===== src/rtl/mips_pkg.sv =====
// -----------------------------------------------------------------------------
// mips_pkg
// Shared encodings for the multi-cycle MIPS controller and its datapath:
// controller state encoding, opcode/funct constants, ALU_OP, ALUsrcB and
// PCsrc select codes, and the ALU operation class used by the ALU decoder.
// -----------------------------------------------------------------------------
package mips_pkg;

    typedef enum logic [3:0] {
        S_IF,
        S_ID,
        S_MEMADR,
        S_LW_MEM,
        S_LW_WB,
        S_SW_MEM,
        S_R_EX,
        S_R_WB,
        S_I_EX,
        S_I_WB,
        S_BEQ,
        S_J,
        S_JAL,
        S_JR,
        S_ERR
    } state_t;

    // Opcodes (IR[31:26])
    localparam logic [5:0] OP_RTYPE = 6'b000000;
    localparam logic [5:0] OP_LW    = 6'b100011;
    localparam logic [5:0] OP_SW    = 6'b101011;
    localparam logic [5:0] OP_ADDI  = 6'b001000;
    localparam logic [5:0] OP_SLTI  = 6'b001010;
    localparam logic [5:0] OP_BEQ   = 6'b000100;
    localparam logic [5:0] OP_J     = 6'b000010;
    localparam logic [5:0] OP_JAL   = 6'b000011;

    // R-type funct codes (IR[5:0])
    localparam logic [5:0] F_ADD = 6'b100000;
    localparam logic [5:0] F_SUB = 6'b100010;
    localparam logic [5:0] F_AND = 6'b100100;
    localparam logic [5:0] F_OR  = 6'b100101;
    localparam logic [5:0] F_SLT = 6'b101010;
    localparam logic [5:0] F_JR  = 6'b001000;

    // ALU_OP codes
    localparam logic [2:0] ALU_AND = 3'b000;
    localparam logic [2:0] ALU_OR  = 3'b001;
    localparam logic [2:0] ALU_ADD = 3'b010;
    localparam logic [2:0] ALU_SUB = 3'b110;

    // ALUsrcB codes
    localparam logic [1:0] SRCB_RT      = 2'b00;
    localparam logic [1:0] SRCB_FOUR    = 2'b01;
    localparam logic [1:0] SRCB_IMM     = 2'b10;
    localparam logic [1:0] SRCB_IMM_SH2 = 2'b11;

    // PCsrc codes
    localparam logic [1:0] PC_ALUOUT = 2'b00;
    localparam logic [1:0] PC_ALURES = 2'b01;
    localparam logic [1:0] PC_JUMP   = 2'b10;
    localparam logic [1:0] PC_RS     = 2'b11;

    // What the controller asks of the ALU decoder in a given state.
    typedef enum logic [1:0] {
        ALU_CLS_NONE,   // ALU unused: ALU_OP = 000
        ALU_CLS_ADD,
        ALU_CLS_SUB,
        ALU_CLS_FUNCT   // R-type: operation chosen by funct
    } alu_cls_t;

    // R-type funct values that execute through R_EX/R_WB (jr is handled apart).
    function automatic logic is_alu_funct(input logic [5:0] f);
        case (f)
            F_ADD, F_SUB, F_AND, F_OR, F_SLT: return 1'b1;
            default:                          return 1'b0;
        endcase
    endfunction

endpackage


===== src/rtl/mips_alu_decoder.sv =====
// -----------------------------------------------------------------------------
// mips_alu_decoder
// Combinational ALU control: turns the controller's ALU class plus the
// instruction funct field into an ALU_OP code and a set-less-than flag.
//   cls_i     in  ALU operation class requested by the current state
//   funct_i   in  6-bit R-type funct field
//   alu_op_o  out ALU_OP code (AND/OR/ADD/SUB)
//   slt_o     out high when the R-type operation is slt
// -----------------------------------------------------------------------------
module mips_alu_decoder
    import mips_pkg::*;
(
    input  alu_cls_t   cls_i,
    input  logic [5:0] funct_i,
    output logic [2:0] alu_op_o,
    output logic       slt_o
);

    // NOTE: every combinational output gets a default before the case so that
    // no path leaves it unassigned (which would infer a latch).
    always_comb begin
        alu_op_o = ALU_AND;
        slt_o    = 1'b0;
        case (cls_i)
            ALU_CLS_ADD: alu_op_o = ALU_ADD;
            ALU_CLS_SUB: alu_op_o = ALU_SUB;
            ALU_CLS_FUNCT: begin
                case (funct_i)
                    F_ADD: alu_op_o = ALU_ADD;
                    F_SUB: alu_op_o = ALU_SUB;
                    F_AND: alu_op_o = ALU_AND;
                    F_OR:  alu_op_o = ALU_OR;
                    F_SLT: begin
                        // slt is a subtract whose sign the datapath keeps
                        alu_op_o = ALU_SUB;
                        slt_o    = 1'b1;
                    end
                    default: alu_op_o = ALU_AND;
                endcase
            end
            default: alu_op_o = ALU_AND;
        endcase
    end

endmodule


===== src/rtl/mips_mc_controller.sv =====
// -----------------------------------------------------------------------------
// mips_mc_controller
// Moore control FSM for a multi-cycle MIPS subset (lw, sw, add, sub, and, or,
// slt, addi, slti, beq, j, jal, jr). Outputs depend only on the state register
// and the instruction fields captured during ID.
//   clk, rst                    clock, asynchronous active-high reset
//   opcode, funct               instruction fields, sampled in ID
//   ALUzero                     ALU zero flag (consumed by the datapath)
//   PCWrite, PCWriteCond        PC update strobes (datapath ANDs PCWriteCond
//                               with ALUzero)
//   IorD, IRWrite               memory address source, IR load
//   MemRead, MemWrite           memory strobes
//   MemToReg, RegDst, RegWrite  register-file write controls
//   Jal, slt                    r31 link write, set-less-than result select
//   ALUsrcA, ALUsrcB, ALU_OP    ALU operand selects and operation
//   PCsrc                       next-PC source
//   done                        pulse in the last state of each instruction
//   err                         illegal instruction seen; held until reset
// -----------------------------------------------------------------------------
module mips_mc_controller
    import mips_pkg::*;
(
    input  logic       clk,
    input  logic       rst,
    input  logic [5:0] opcode,
    input  logic [5:0] funct,
    input  logic       ALUzero,
    output logic       PCWrite,
    output logic       PCWriteCond,
    output logic       IorD,
    output logic       IRWrite,
    output logic       MemRead,
    output logic       MemWrite,
    output logic       MemToReg,
    output logic       RegDst,
    output logic       RegWrite,
    output logic       Jal,
    output logic       slt,
    output logic       ALUsrcA,
    output logic [1:0] ALUsrcB,
    output logic [2:0] ALU_OP,
    output logic [1:0] PCsrc,
    output logic       done,
    output logic       err
);

    state_t     state_q, state_d;
    logic [5:0] opcode_q, opcode_d;
    logic [5:0] funct_q, funct_d;

    alu_cls_t   alu_cls;
    logic [2:0] dec_alu_op;
    logic       dec_slt;

    // NOTE: sequential state uses non-blocking assignments so every register
    // updates from the values present before the clock edge.
    always_ff @(posedge clk or posedge rst) begin
        if (rst) begin
            state_q  <= S_IF;
            opcode_q <= '0;
            funct_q  <= '0;
        end else begin
            state_q  <= state_d;
            opcode_q <= opcode_d;
            funct_q  <= funct_d;
        end
    end

    // Instruction fields are captured during ID so later states decode from
    // registers rather than from the live IR bus.
    always_comb begin
        opcode_d = opcode_q;
        funct_d  = funct_q;
        if (state_q == S_ID) begin
            opcode_d = opcode;
            funct_d  = funct;
        end
    end

    // Next-state logic
    always_comb begin
        state_d = state_q;
        case (state_q)
            S_IF: state_d = S_ID;
            S_ID: begin
                case (opcode)
                    OP_LW, OP_SW: state_d = S_MEMADR;
                    OP_RTYPE: begin
                        if (funct == F_JR)           state_d = S_JR;
                        else if (is_alu_funct(funct)) state_d = S_R_EX;
                        else                         state_d = S_ERR;
                    end
                    OP_ADDI, OP_SLTI: state_d = S_I_EX;
                    OP_BEQ:           state_d = S_BEQ;
                    OP_J:             state_d = S_J;
                    OP_JAL:           state_d = S_JAL;
                    default:          state_d = S_ERR;
                endcase
            end
            S_MEMADR: state_d = (opcode_q == OP_LW) ? S_LW_MEM : S_SW_MEM;
            S_LW_MEM: state_d = S_LW_WB;
            S_R_EX:   state_d = S_R_WB;
            S_I_EX:   state_d = S_I_WB;
            S_LW_WB, S_SW_MEM, S_R_WB, S_I_WB,
            S_BEQ, S_J, S_JAL, S_JR: state_d = S_IF;
            S_ERR:    state_d = S_ERR;   // only rst leaves ERR
            default:  state_d = S_IF;    // unused encoding
        endcase
    end

    // Output decode
    always_comb begin
        PCWrite     = 1'b0;
        PCWriteCond = 1'b0;
        IorD        = 1'b0;
        IRWrite     = 1'b0;
        MemRead     = 1'b0;
        MemWrite    = 1'b0;
        MemToReg    = 1'b0;
        RegDst      = 1'b0;
        RegWrite    = 1'b0;
        Jal         = 1'b0;
        slt         = 1'b0;
        ALUsrcA     = 1'b0;
        ALUsrcB     = SRCB_RT;
        PCsrc       = PC_ALUOUT;
        done        = 1'b0;
        err         = 1'b0;
        alu_cls     = ALU_CLS_NONE;
        case (state_q)
            S_IF: begin
                MemRead = 1'b1;
                IRWrite = 1'b1;
                ALUsrcB = SRCB_FOUR;
                alu_cls = ALU_CLS_ADD;
                PCsrc   = PC_ALURES;
                PCWrite = 1'b1;
            end
            S_ID: begin
                ALUsrcB = SRCB_IMM_SH2;   // branch target into ALUOut
                alu_cls = ALU_CLS_ADD;
            end
            S_MEMADR: begin
                ALUsrcA = 1'b1;
                ALUsrcB = SRCB_IMM;
                alu_cls = ALU_CLS_ADD;
            end
            S_LW_MEM: begin
                IorD    = 1'b1;
                MemRead = 1'b1;
            end
            S_LW_WB: begin
                MemToReg = 1'b1;
                RegWrite = 1'b1;
                done     = 1'b1;
            end
            S_SW_MEM: begin
                IorD     = 1'b1;
                MemWrite = 1'b1;
                done     = 1'b1;
            end
            S_R_EX: begin
                ALUsrcA = 1'b1;
                alu_cls = ALU_CLS_FUNCT;
            end
            S_R_WB: begin
                RegDst   = 1'b1;
                RegWrite = 1'b1;
                alu_cls  = ALU_CLS_FUNCT;   // keep ALU_OP stable through write-back
                slt      = dec_slt;
                done     = 1'b1;
            end
            S_I_EX: begin
                ALUsrcA = 1'b1;
                ALUsrcB = SRCB_IMM;
                alu_cls = (opcode_q == OP_SLTI) ? ALU_CLS_SUB : ALU_CLS_ADD;
            end
            S_I_WB: begin
                RegWrite = 1'b1;
                slt      = (opcode_q == OP_SLTI);
                done     = 1'b1;
            end
            S_BEQ: begin
                ALUsrcA     = 1'b1;
                alu_cls     = ALU_CLS_SUB;
                PCsrc       = PC_ALUOUT;
                PCWriteCond = 1'b1;
                done        = 1'b1;
            end
            S_J: begin
                PCsrc   = PC_JUMP;
                PCWrite = 1'b1;
                done    = 1'b1;
            end
            S_JAL: begin
                PCsrc    = PC_JUMP;
                PCWrite  = 1'b1;
                Jal      = 1'b1;
                RegWrite = 1'b1;   // r31 <= PC+4
                done     = 1'b1;
            end
            S_JR: begin
                PCsrc   = PC_RS;
                PCWrite = 1'b1;
                done    = 1'b1;
            end
            S_ERR: err = 1'b1;
            default: ;
        endcase
    end

    mips_alu_decoder u_alu_decoder (
        .cls_i    (alu_cls),
        .funct_i  (funct_q),
        .alu_op_o (dec_alu_op),
        .slt_o    (dec_slt)
    );

    assign ALU_OP = dec_alu_op;

endmodule


===== config.mk =====
export PLATFORM = sky130hd
export DESIGN_NAME = mips_mc_controller
export DESIGN_NICKNAME = d
export VERILOG_FILES = /design/src/rtl/mips_pkg.sv /design/src/rtl/mips_alu_decoder.sv /design/src/rtl/mips_mc_controller.sv
export SDC_FILE = /design/constraint.sdc
export NUM_CORES = 1
export LEC_CHECK = 0
export CORE_MARGIN = 4
export CORE_UTILIZATION = 52
export CTS_BUF_LIST = sky130_fd_sc_hd__clkbuf_4
export DETAILED_ROUTE_END_ITERATION = 12
export HOLD_SLACK_MARGIN = 0.02
export PLACE_DENSITY_LB_ADDON = 0.3
export SLEW_MARGIN = 20
export SYNTH_ARGS = -nofsm -noshare
export SYNTH_HDL_FRONTEND = slang
export SYNTH_SLANG_ARGS = --single-unit
export TNS_END_PERCENT = 1

===== constraint.sdc =====
create_clock -name clk -period 4.3 [get_ports clk]
set_input_delay 1.075 -clock clk [delete_from_list [all_inputs] [get_ports clk]]
set_output_delay 1.075 -clock clk [all_outputs]
set_load 0.05 [all_outputs]

==> metrics.log, run 1 <==
INFO  metric clock_tree_from_tritoncts = built
INFO  metric finalCoreUtilization = approximately three quarters
INFO  metric grt_pass1_wl = 4800 um
INFO  metric start_util = roughly 57%
INFO  metric dp.final_hpwl = 2200 um
INFO  metric floorplan.core_area = 0.00206 mm^2
INFO  metric report.final.setup_viol = 0
INFO  metric power_density_over_the_cells = 804 mW/mm^2
INFO  metric synth_enable_flop_cells = 0
INFO  metric grt_antenna_before_repair = 0
INFO  metric totalNegativeSetupSlack = 0 ps
INFO  metric critical_path_peak_fanout = 2
INFO  metric synth.cell_area = 0.00118 mm^2
INFO  metric ys_types = 40
INFO  metric wirelength_met1 = between 1000 and 1500 um
INFO  metric port-buffer-count = 34
INFO  metric gpl.final_weighted_congestion = 0.827
INFO  metric critPathRequiredTime = 3220 ps
INFO  metric ctsRootBufferMaster = clkbuf_4
INFO  metric yosysTopAreaCell = dfrtp_1
INFO  metric outcome = complete, no violations
INFO  metric finalCritPeriodShare = 92.8%
INFO  metric post-cts-setup-buffers = 0
INFO  metric timing.critical_path.to_type = primary output
INFO  metric clock_tree_sinks = 16
INFO  metric clock-skew-final = 2.22 ps
INFO  metric drt.antenna.violating_nets = 0
INFO  metric grt_util_all_layers = 19.1%
INFO  metric final_cells = 216
INFO  metric wire_per_inst = 13.3 um
INFO  metric finalWorstSetupSlack = 311 ps
INFO  metric std_cell_rows = 16
INFO  metric die_height = around 56 um
INFO  metric max_cap_violations = 0
INFO  metric power.static_leakage = 0.647 nW
INFO  metric synth_area_per_cell = 7.33 um^2
INFO  metric max_clock_freq = 0.251 GHz
INFO  metric placed_cells = 212
INFO  metric ys_top_cells_by_area = dfrtp_1 34%, nand2_1 14%, nor2_1 5.1%
INFO  metric h-tree-depth = 1
INFO  metric yosys_warnings = 0
INFO  metric startpoint_type = flip-flop
INFO  metric clk-insertion-delay-late = around 290 ps
INFO  metric cts_hold_repair.buffers = 0
INFO  metric grt_max_degree = 24
INFO  metric timing.final.max_slew_violations = 0
INFO  metric cts_max_path_buffers = 2
INFO  metric synthFlopType = dfrtp_1
INFO  metric number_of_drc_violations_after_detailed_routing = 0
INFO  metric first_pass_iters = 4
INFO  metric rsz0062_at_grt = no
INFO  metric hold_viol = 0
INFO  metric netlist.area_leader.share = 33.9%
INFO  metric arrival = 2910 ps
INFO  metric cts-buffers-inserted = 3
INFO  metric post_cts.resized_instances = 0
INFO  metric synth_top_cells_by_count = 43 x nand2_1, 16 x dfrtp_1, 16 x nor2_1
INFO  metric grt_residual_overflow = 0
INFO  metric detailedPlace.worstSlack = around 630 ps
INFO  metric yosys_register_bits = 16
INFO  metric worst_slew_pin_slew = 594 ps
INFO  metric ys_seq_area_share = around 34%
INFO  metric routed_wl = between 2000 and 3000 um
INFO  metric synth.most_common_cell = nand2_1
INFO  metric dr.max_layer_used = met4
INFO  metric avgViaCountPerCell = around 5.7
INFO  metric die_width = 55.6 um
INFO  metric area_growth = 30.6%
INFO  metric wl_met2 = 1450 um
INFO  metric detailedRoute.firstIterationViolations = 32
INFO  metric drive_gt1_share = 5.29%
INFO  metric synth.net_count = 176
INFO  metric synthesis.instances = ~160
INFO  metric first_global_vias = between 1000 and 1500
INFO  metric worst_setup_hold_path_clk_slew = around 90 ps
INFO  metric worstHoldPathType = flip-flop to flip-flop
INFO  metric timing.slew.headroom = 60.4%
INFO  metric critical_path_class = flip-flop to primary output
INFO  metric antennaDiodeCount = 0
INFO  metric die_area = between 0.003 and 0.004 mm^2
INFO  metric dr_wl_met3 = 151 um
INFO  metric min_clock_period_post_route = 3990 ps
INFO  metric ios = 36
INFO  metric share_of_synthesized_registers_carrying_an_async_set_or_reset = 100%
INFO  metric nNetsFinal = between 200 and 250
INFO  metric vdd_drop_max = 0.000690 V
INFO  metric via_count = 1226
-- worst max-delay path, stage by stage (launching register included) --
cell	delay [ps]
dfrtp_1	380
or3b_1	390
or4b_1	540
a2111o_1	440
nand2_1	70
clkdlybuf4s50_1	800
-- metal layers --
metal	vias to the layer above	track usage [%]
li1	618	-
met1	575	22.0
met2	29	34.5
met3	4	5.57
met4	0	4.86
met5	-	0
-- registers in the layout, indices dropped and copies added, names as in the netlist --
name and count:
state_q 4, opcode_q 6, funct_q 6
-- path summary, 6_finish.rpt --
| check | startpoint | end | slack [ps] | cells after the start |
|---|---|---|---|---|
| hold reg to reg | funct_q[5] | funct_q[5] | 480 | 2 |
| min in group asynchronous | rst | opcode_q[1] | 1140 | 2 |
| hold / removal | funct_q[5] | funct_q[5] | 480 | 2 |
| setup / recovery | opcode_q[2] | ALU_OP[2] | 310 | 5 |
| setup reg to reg | state_q[1] | state_q[1] | 2160 | 3 |
| max in group asynchronous | rst | state_q[2] | 2770 | 2 |
-- cells by family after synthesis --
group | after synthesis | synth area share, %
mux | 2 | 1.70
compound gates | 28 | 17.1
buf+inv | 17 | 6.15
flops | 16 | 33.9
simple gates | 98 | 41.1
-- per-stage QoR --
stage | power (mW) | hold slack (ps) | cell area (um^2)
after global routing | 1.34 | 504 | 1540
final | 1.24 | 483 | 1540
after CTS | 1.25 | 482 | 1540
after global placement | 1.14 | 453 | 1520
after detailed placement | 1.16 | 461 | 1520
after floorplan | 0.925 | 437 | 1180
-- placed cells by master (no fill, tap or decap), types with 2 or more instances in the layout --
cell type	Yosys	layout
o31ai_1	2	2
buf_4	0	2
o41ai_1	2	2
nor2_1	16	16
nor3_1	9	9
inv_1	5	5
nand2b_1	9	9
or4b_1	2	2
or4_1	3	3
clkdlybuf4s50_1	0	34
a21oi_1	8	8
nor3b_1	3	3
dfrtp_1	16	16
nand2_1	43	43
o21ai_0	3	3
nand3_1	2	2
or2_2	2	2
nor4b_1	2	2
clkbuf_4	0	3
mux2i_1	2	2
-- final cells by class --
type                            count  area (um^2)
Sequential cell                    16          400
Inverter                            5         18.8
Clock inverter                      1         3.75
Clock buffer                        3         22.5
Timing Repair Buffer               36          355
Tap cell                           27         33.8
Fill cell                         152          520
Multi-Input combinational cell    128          707
-- where the power goes --
group / switching (mW) / internal (mW) / total [mW]
Combinational: 0.542 / 0.305 / 0.847
Sequential: 0.0903 / 0.223 / 0.314
Clock: 0.0459 / 0.0338 / 0.0796
Total: 0.678 / 0.562 / 1.24
No activity file was read; power rests on OpenSTA's default activity.
==> inputs of run 2 (changes only) <==
--- a/config.mk
+++ b/config.mk
@@ -5,12 +5,13 @@
 export SDC_FILE = /design/constraint.sdc
 export NUM_CORES = 1
 export LEC_CHECK = 0
-export CORE_MARGIN = 4
+export CORE_MARGIN = 2
 export CORE_UTILIZATION = 52
 export CTS_BUF_LIST = sky130_fd_sc_hd__clkbuf_4
 export DETAILED_ROUTE_END_ITERATION = 12
 export HOLD_SLACK_MARGIN = 0.02
 export PLACE_DENSITY_LB_ADDON = 0.3
+export SETUP_SLACK_MARGIN = 0.02
 export SLEW_MARGIN = 20
 export SYNTH_ARGS = -nofsm -noshare
 export SYNTH_HDL_FRONTEND = slang
==> metrics.log, run 2 (synthesized netlist as in run 1, its figures left out) <==
INFO  metric area_growth = 31.4%
INFO  metric multi_input_area = 707 um^2
INFO  metric floorplan.core_area = 0.00217 mm^2
INFO  metric port-buffer-count = 34
INFO  metric avgViaCountPerCell = 5.67
INFO  metric critical_path.max_stage_delay = approximately 850 ps
INFO  metric clock-skew-final = a little under 2 ps
INFO  metric place_area = 0.00152 mm^2
INFO  metric worstReg2RegStart = state_q[1]
INFO  metric gpl.final_weighted_congestion = about 0.82
INFO  metric finalCritPeriodShare = 92.0%
INFO  metric antennaDiodeCount = 0
INFO  metric number_of_drc_violations_after_detailed_routing = 0
INFO  metric routed_wl = 3070 um
INFO  metric hold_viol = 0
INFO  metric timing.critical_path.to_type = primary output
INFO  metric clock_tree_from_tritoncts = built
INFO  metric clk-insertion-delay-late = 280 ps
INFO  metric cts-buffers-inserted = 3
INFO  metric die_height = 51.6 um
INFO  metric power.static_leakage = 0.652 nW
INFO  metric timing.critical_path.buf_inv = 1
INFO  metric arrival = between 2000 and 3000 ps
INFO  metric cts_hold_repair.buffers = 0
INFO  metric post_cts.resized_instances = 0
INFO  metric path_delay_family = simple AND/OR/NAND/NOR gates
INFO  metric timing.slew.headroom = about three fifths
INFO  metric grt_util_all_layers = between 20% and 30%
INFO  metric drt.antenna.violating_nets = 0
INFO  metric power_density_over_the_cells = 813 mW/mm^2
INFO  metric setup.worst_path.start = state_q[1]
INFO  metric max_clock_freq = 0.253 GHz
INFO  metric critical_path_class = flip-flop to primary output
INFO  metric postLayoutCellArea = 0.00155 mm^2
INFO  metric cp_cell_sequence = nand4_1 -> or4b_2 -> o32ai_1 -> clkdlybuf4s50_1
INFO  metric num-fill-cells = 179
INFO  metric rsz0062_at_grt = no
INFO  metric drive_gt1_share = 5.79%
INFO  metric layout.cells.most_common_list = 43 x nand2_1, 34 x clkdlybuf4s50_1, 16 x nor2_1, 16 x dfrtp_1
INFO  metric cts_max_path_buffers = 2
INFO  metric grt_antenna_before_repair = 0
INFO  metric std_cell_rows = 17
INFO  metric ctsRootBufferMaster = clkbuf_4
INFO  metric timing.final.max_slew_violations = 0
INFO  metric startpoint_type = flip-flop
INFO  metric max_cap_violations = 0
INFO  metric totalNegativeSetupSlack = 0 ps
INFO  metric grt_pass1_wl = 4970 um
INFO  metric min_clock_period_post_route = 3950 ps
INFO  metric die_width = 51.6 um
INFO  metric grt_residual_overflow = 0
INFO  metric worst_setup_hold_path_clk_slew = approximately 100 ps
INFO  metric post-cts-setup-buffers = 0
INFO  metric first_pass_iters = 4
INFO  metric start_util = 54.4%
INFO  metric h-tree-depth = 1
INFO  metric finalCoreUtilization = 71.5%
INFO  metric vdd_drop_max = 0.000533 V
INFO  metric ios = 36
INFO  metric die_area = around 0.0027 mm^2
INFO  metric dp.final_hpwl = about 2300 um
INFO  metric grt_max_degree = 24
INFO  metric layout_commonest_cell = nand2_1
INFO  metric critical-path-slowest-cell = clkdlybuf4s50_1
INFO  metric outcome = complete, no violations
INFO  metric critPathRequiredTime = ~3200 ps
INFO  metric seq_cell_area = 400 um^2
INFO  metric clock_tree_sinks = 16
INFO  metric wire_per_inst = approximately 14 um
INFO  metric layout_top_registers = funct_q x6, opcode_q x6, state_q x4
INFO  metric worstHoldPathType = flip-flop to flip-flop
INFO  metric via_count = about 1200
INFO  metric first_global_vias = 1125
INFO  metric min_from = opcode_q[2]
INFO  metric detailedRoute.firstIterationViolations = 31
INFO  metric worst_slew_pin_slew = 616 ps
INFO  metric nNetsFinal = 206
INFO  metric critical_path_peak_fanout = 19
INFO  metric report.final.setup_viol = 0
==> run 2: per-stage QoR <==
stage               worst slack (ps)  cells  power (mW)  hold slack (ps)
floorplan                        778    161       0.925              437
global placement                 673    214        1.15              456
detailed placement               660    214        1.18              465
CTS                              344    218        1.26              488
global route                     222    218        1.34              502
finish                           345    218        1.26              484
==> run 2: final timing paths <==
check	to	slack, ps	cells past startpoint
worst max-delay path	slt	350	4
worst min-delay path	opcode_q[2]	480	2
worst max register to register	state_q[1]	2130	3
worst min register to register	opcode_q[2]	480	2
max in group asynchronous	state_q[3]	2750	2
min in group asynchronous	funct_q[0]	1160	2
==> run 2: tightest hold or removal path, delay by kind of cell (launching register included) <==
kind	cells	cell delay [ps]
flops	1	350
simple gates	2	110
==> run 2: cell type report <==
class	instances	share of cell area [%]
sequential	16	25.8
timing repair buffer	37	23.4
multi-input combinational	128	45.6
clock inverter	1	0.242
inverter	5	1.21
tap	28	2.26
clock buffer	3	1.45
==> run 2: report_power, final <==
| part | switching (mW) | internal, mW | total, mW |
|---|---|---|---|
| clock network | 0.0475 | 0.0336 | 0.0811 |
| registers | 0.0822 | 0.223 | 0.306 |
| logic | 0.564 | 0.310 | 0.874 |
| total | 0.694 | 0.567 | 1.26 |
==> run 2: per-layer routing <==
layer,part of all wire [%],global-route usage [%],vias to the layer above
met5,0,0,-
met2,50,41.5,35
met1,44,32.2,578
li1,-,-,618
met4,0.88,6.14,0
met3,4.7,3.16,4
==> inputs of run 3 (changes only) <==
--- a/config.mk
+++ b/config.mk
@@ -5,8 +5,9 @@
 export SDC_FILE = /design/constraint.sdc
 export NUM_CORES = 1
 export LEC_CHECK = 0
+export CAP_MARGIN = 20
 export CORE_MARGIN = 2
-export CORE_UTILIZATION = 52
+export CORE_UTILIZATION = 42
 export CTS_BUF_LIST = sky130_fd_sc_hd__clkbuf_4
 export DETAILED_ROUTE_END_ITERATION = 12
 export HOLD_SLACK_MARGIN = 0.02
==> metrics.log, run 3 (synthesized netlist as in run 1, its figures left out) <==
INFO  metric outcome = complete, no violations
INFO  metric area_growth = 31.4%
INFO  metric total_power = 1.25 mW
INFO  metric cts-buffers-inserted = 3
INFO  metric die_area = 0.00325 mm^2
INFO  metric first_global_vias = 1032
INFO  metric start_util = 43.5%
INFO  metric report.final.setup_viol = 0
INFO  metric port-buffer-count = 34
INFO  metric floorplan.core_area = 0.00271 mm^2
INFO  metric post-cts-setup-buffers = 0
INFO  metric critical-path-slowest-cell = clkdlybuf4s50_1
INFO  metric antennaDiodeCount = 0
INFO  metric layout_top_registers = funct_q x6, opcode_q x6, state_q x4
INFO  metric path_delay_family = simple AND/OR/NAND/NOR gates
INFO  metric h-tree-depth = 1
INFO  metric grt_pass1_wl = about 4700 um
INFO  metric power_density_over_the_cells = approximately 800 mW/mm^2
INFO  metric final_cells = 220
INFO  metric number_of_drc_violations_after_detailed_routing = 0
INFO  metric detailedPlace.worstSlack = 651 ps
INFO  metric post_cts.resized_instances = 0
INFO  metric cts_max_path_buffers = 2
INFO  metric routed_wl = 2880 um
INFO  metric totalNegativeSetupSlack = 0 ps
INFO  metric finalCritPeriodShare = between 90 and 100%
INFO  metric std_cell_rows = 19
INFO  metric critical_path_peak_fanout = 2
INFO  metric avgViaCountPerCell = 5.60
INFO  metric layout.cells.most_common_list = 43 x nand2_1, 34 x clkdlybuf4s50_1, 16 x nor2_1, 16 x dfrtp_1
INFO  metric max_clock_freq = 0.253 GHz
INFO  metric finalCoreUtilization = 57.2%
INFO  metric gpl.final_weighted_congestion = about 0.86
INFO  metric multi_input_area = approximately 710 um^2
INFO  metric cp_cell_sequence = or3b_1 -> or4b_1 -> a2111o_1 -> nand2_1 -> clkdlybuf4s50_1
INFO  metric timing.final.max_slew_violations = 0
INFO  metric critical_path.max_stage_delay = just under 800 ps
INFO  metric dp.final_hpwl = 2220 um
INFO  metric worst_slew_pin_slew = 593 ps
INFO  metric grt_residual_overflow = 0
INFO  metric critical_path_class = flip-flop to primary output
INFO  metric num-fill-cells = between 200 and 300
INFO  metric max_cap_violations = 0
INFO  metric detailedRoute.firstIterationViolations = 41
INFO  metric critPathRequiredTime = 3220 ps
INFO  metric timing.critical_path.to_type = primary output
INFO  metric wire_per_inst = 13.1 um
INFO  metric grt_max_degree = 25
INFO  metric grt_antenna_before_repair = 0
INFO  metric hold_viol = 0
INFO  metric startpoint_type = flip-flop
INFO  metric rsz0062_at_grt = no
INFO  metric seq_cell_area = approximately 400 um^2
INFO  metric drt.antenna.violating_nets = 0
INFO  metric timing.critical_path.buf_inv = 1
INFO  metric worst_setup_hold_path_clk_slew = 80 ps
INFO  metric clock_tree_sinks = 16
INFO  metric finalWorstSetupSlack = 345 ps
INFO  metric placed_cells = 217
INFO  metric ctsRootBufferMaster = clkbuf_4
INFO  metric timing.slew.headroom = 60.4%
INFO  metric clk-insertion-delay-late = 280 ps
INFO  metric grt_util_all_layers = about 18%
INFO  metric ios = 36
INFO  metric drive_gt1_share = slightly below 6%
INFO  metric clock-skew-final = 4.09 ps
INFO  metric power.static_leakage = 0.651 nW
INFO  metric die_height = 57 um
INFO  metric min_clock_period_post_route = 3960 ps
INFO  metric arrival = 2880 ps
INFO  metric vdd_drop_max = approximately 0.00059 V
INFO  metric cts_hold_repair.buffers = 0
INFO  metric layout_commonest_cell = nand2_1
INFO  metric nNetsFinal = 206
INFO  metric first_pass_iters = 4
INFO  metric via_count = 1233
INFO  metric clock_tree_from_tritoncts = built
INFO  metric die_width = approximately 57 um
INFO  metric worstHoldPathType = flip-flop to flip-flop
-- run 3: changes by cell type in the layout (fill, tap and decap cells not counted) --
cell | before | now
clkinv_1 | 1 | 0
-- run 3: layer usage --
layer | up-vias | global-route usage, % | share of wire (%) | wire, um
met4 | 0 | 4.32 | 0.42 | 12
met5 | - | 0 | 0 | 0
met3 | 2 | 2.72 | 4.7 | 136
met1 | 577 | 23.5 | 45 | 1300
met2 | 39 | 30.7 | 50 | 1430
li1 | 615 | - | - | -
-- run 3: layout make-up --
class | instances | share of cell area [%]
multi-input cells | 128 | 45.6
repair buffers | 37 | 23.4
well taps | 31 | 2.50
flip-flops and latches | 16 | 25.8
clock buffers | 3 | 1.45
inverters | 5 | 1.21
-- run 3: stage by stage --
stage,hold slack (ps),instance area (um^2)
after floorplan,437,1180
after global placement,451,1530
after detailed placement,465,1530
after CTS,492,1550
after global routing,536,1550
final,489,1550
-- run 3: final timing paths --
check	from	to	slack, ps	depth (start not counted)
worst max-delay path	opcode_q[2]	ALU_OP[2]	340	5
max in group asynchronous	rst	state_q[0]	2760	2
worst min-delay path	opcode_q[2]	opcode_q[2]	490	2
worst max register to register	state_q[1]	state_q[1]	2150	3
worst min register to register	opcode_q[2]	opcode_q[2]	490	2
min in group asynchronous	rst	state_q[1]	1150	2
-- run 3: power breakdown --
group	switching, mW	internal, mW
registers	0.0776	0.224
logic	0.561	0.310
clock network	0.0419	0.0325
-- run 3: worst min-delay path: cells and delay by family, from the launching register on --
kind | cells | cell delay, ps
and+or+nand+nor | 2 | 110
DFF | 1 | 350
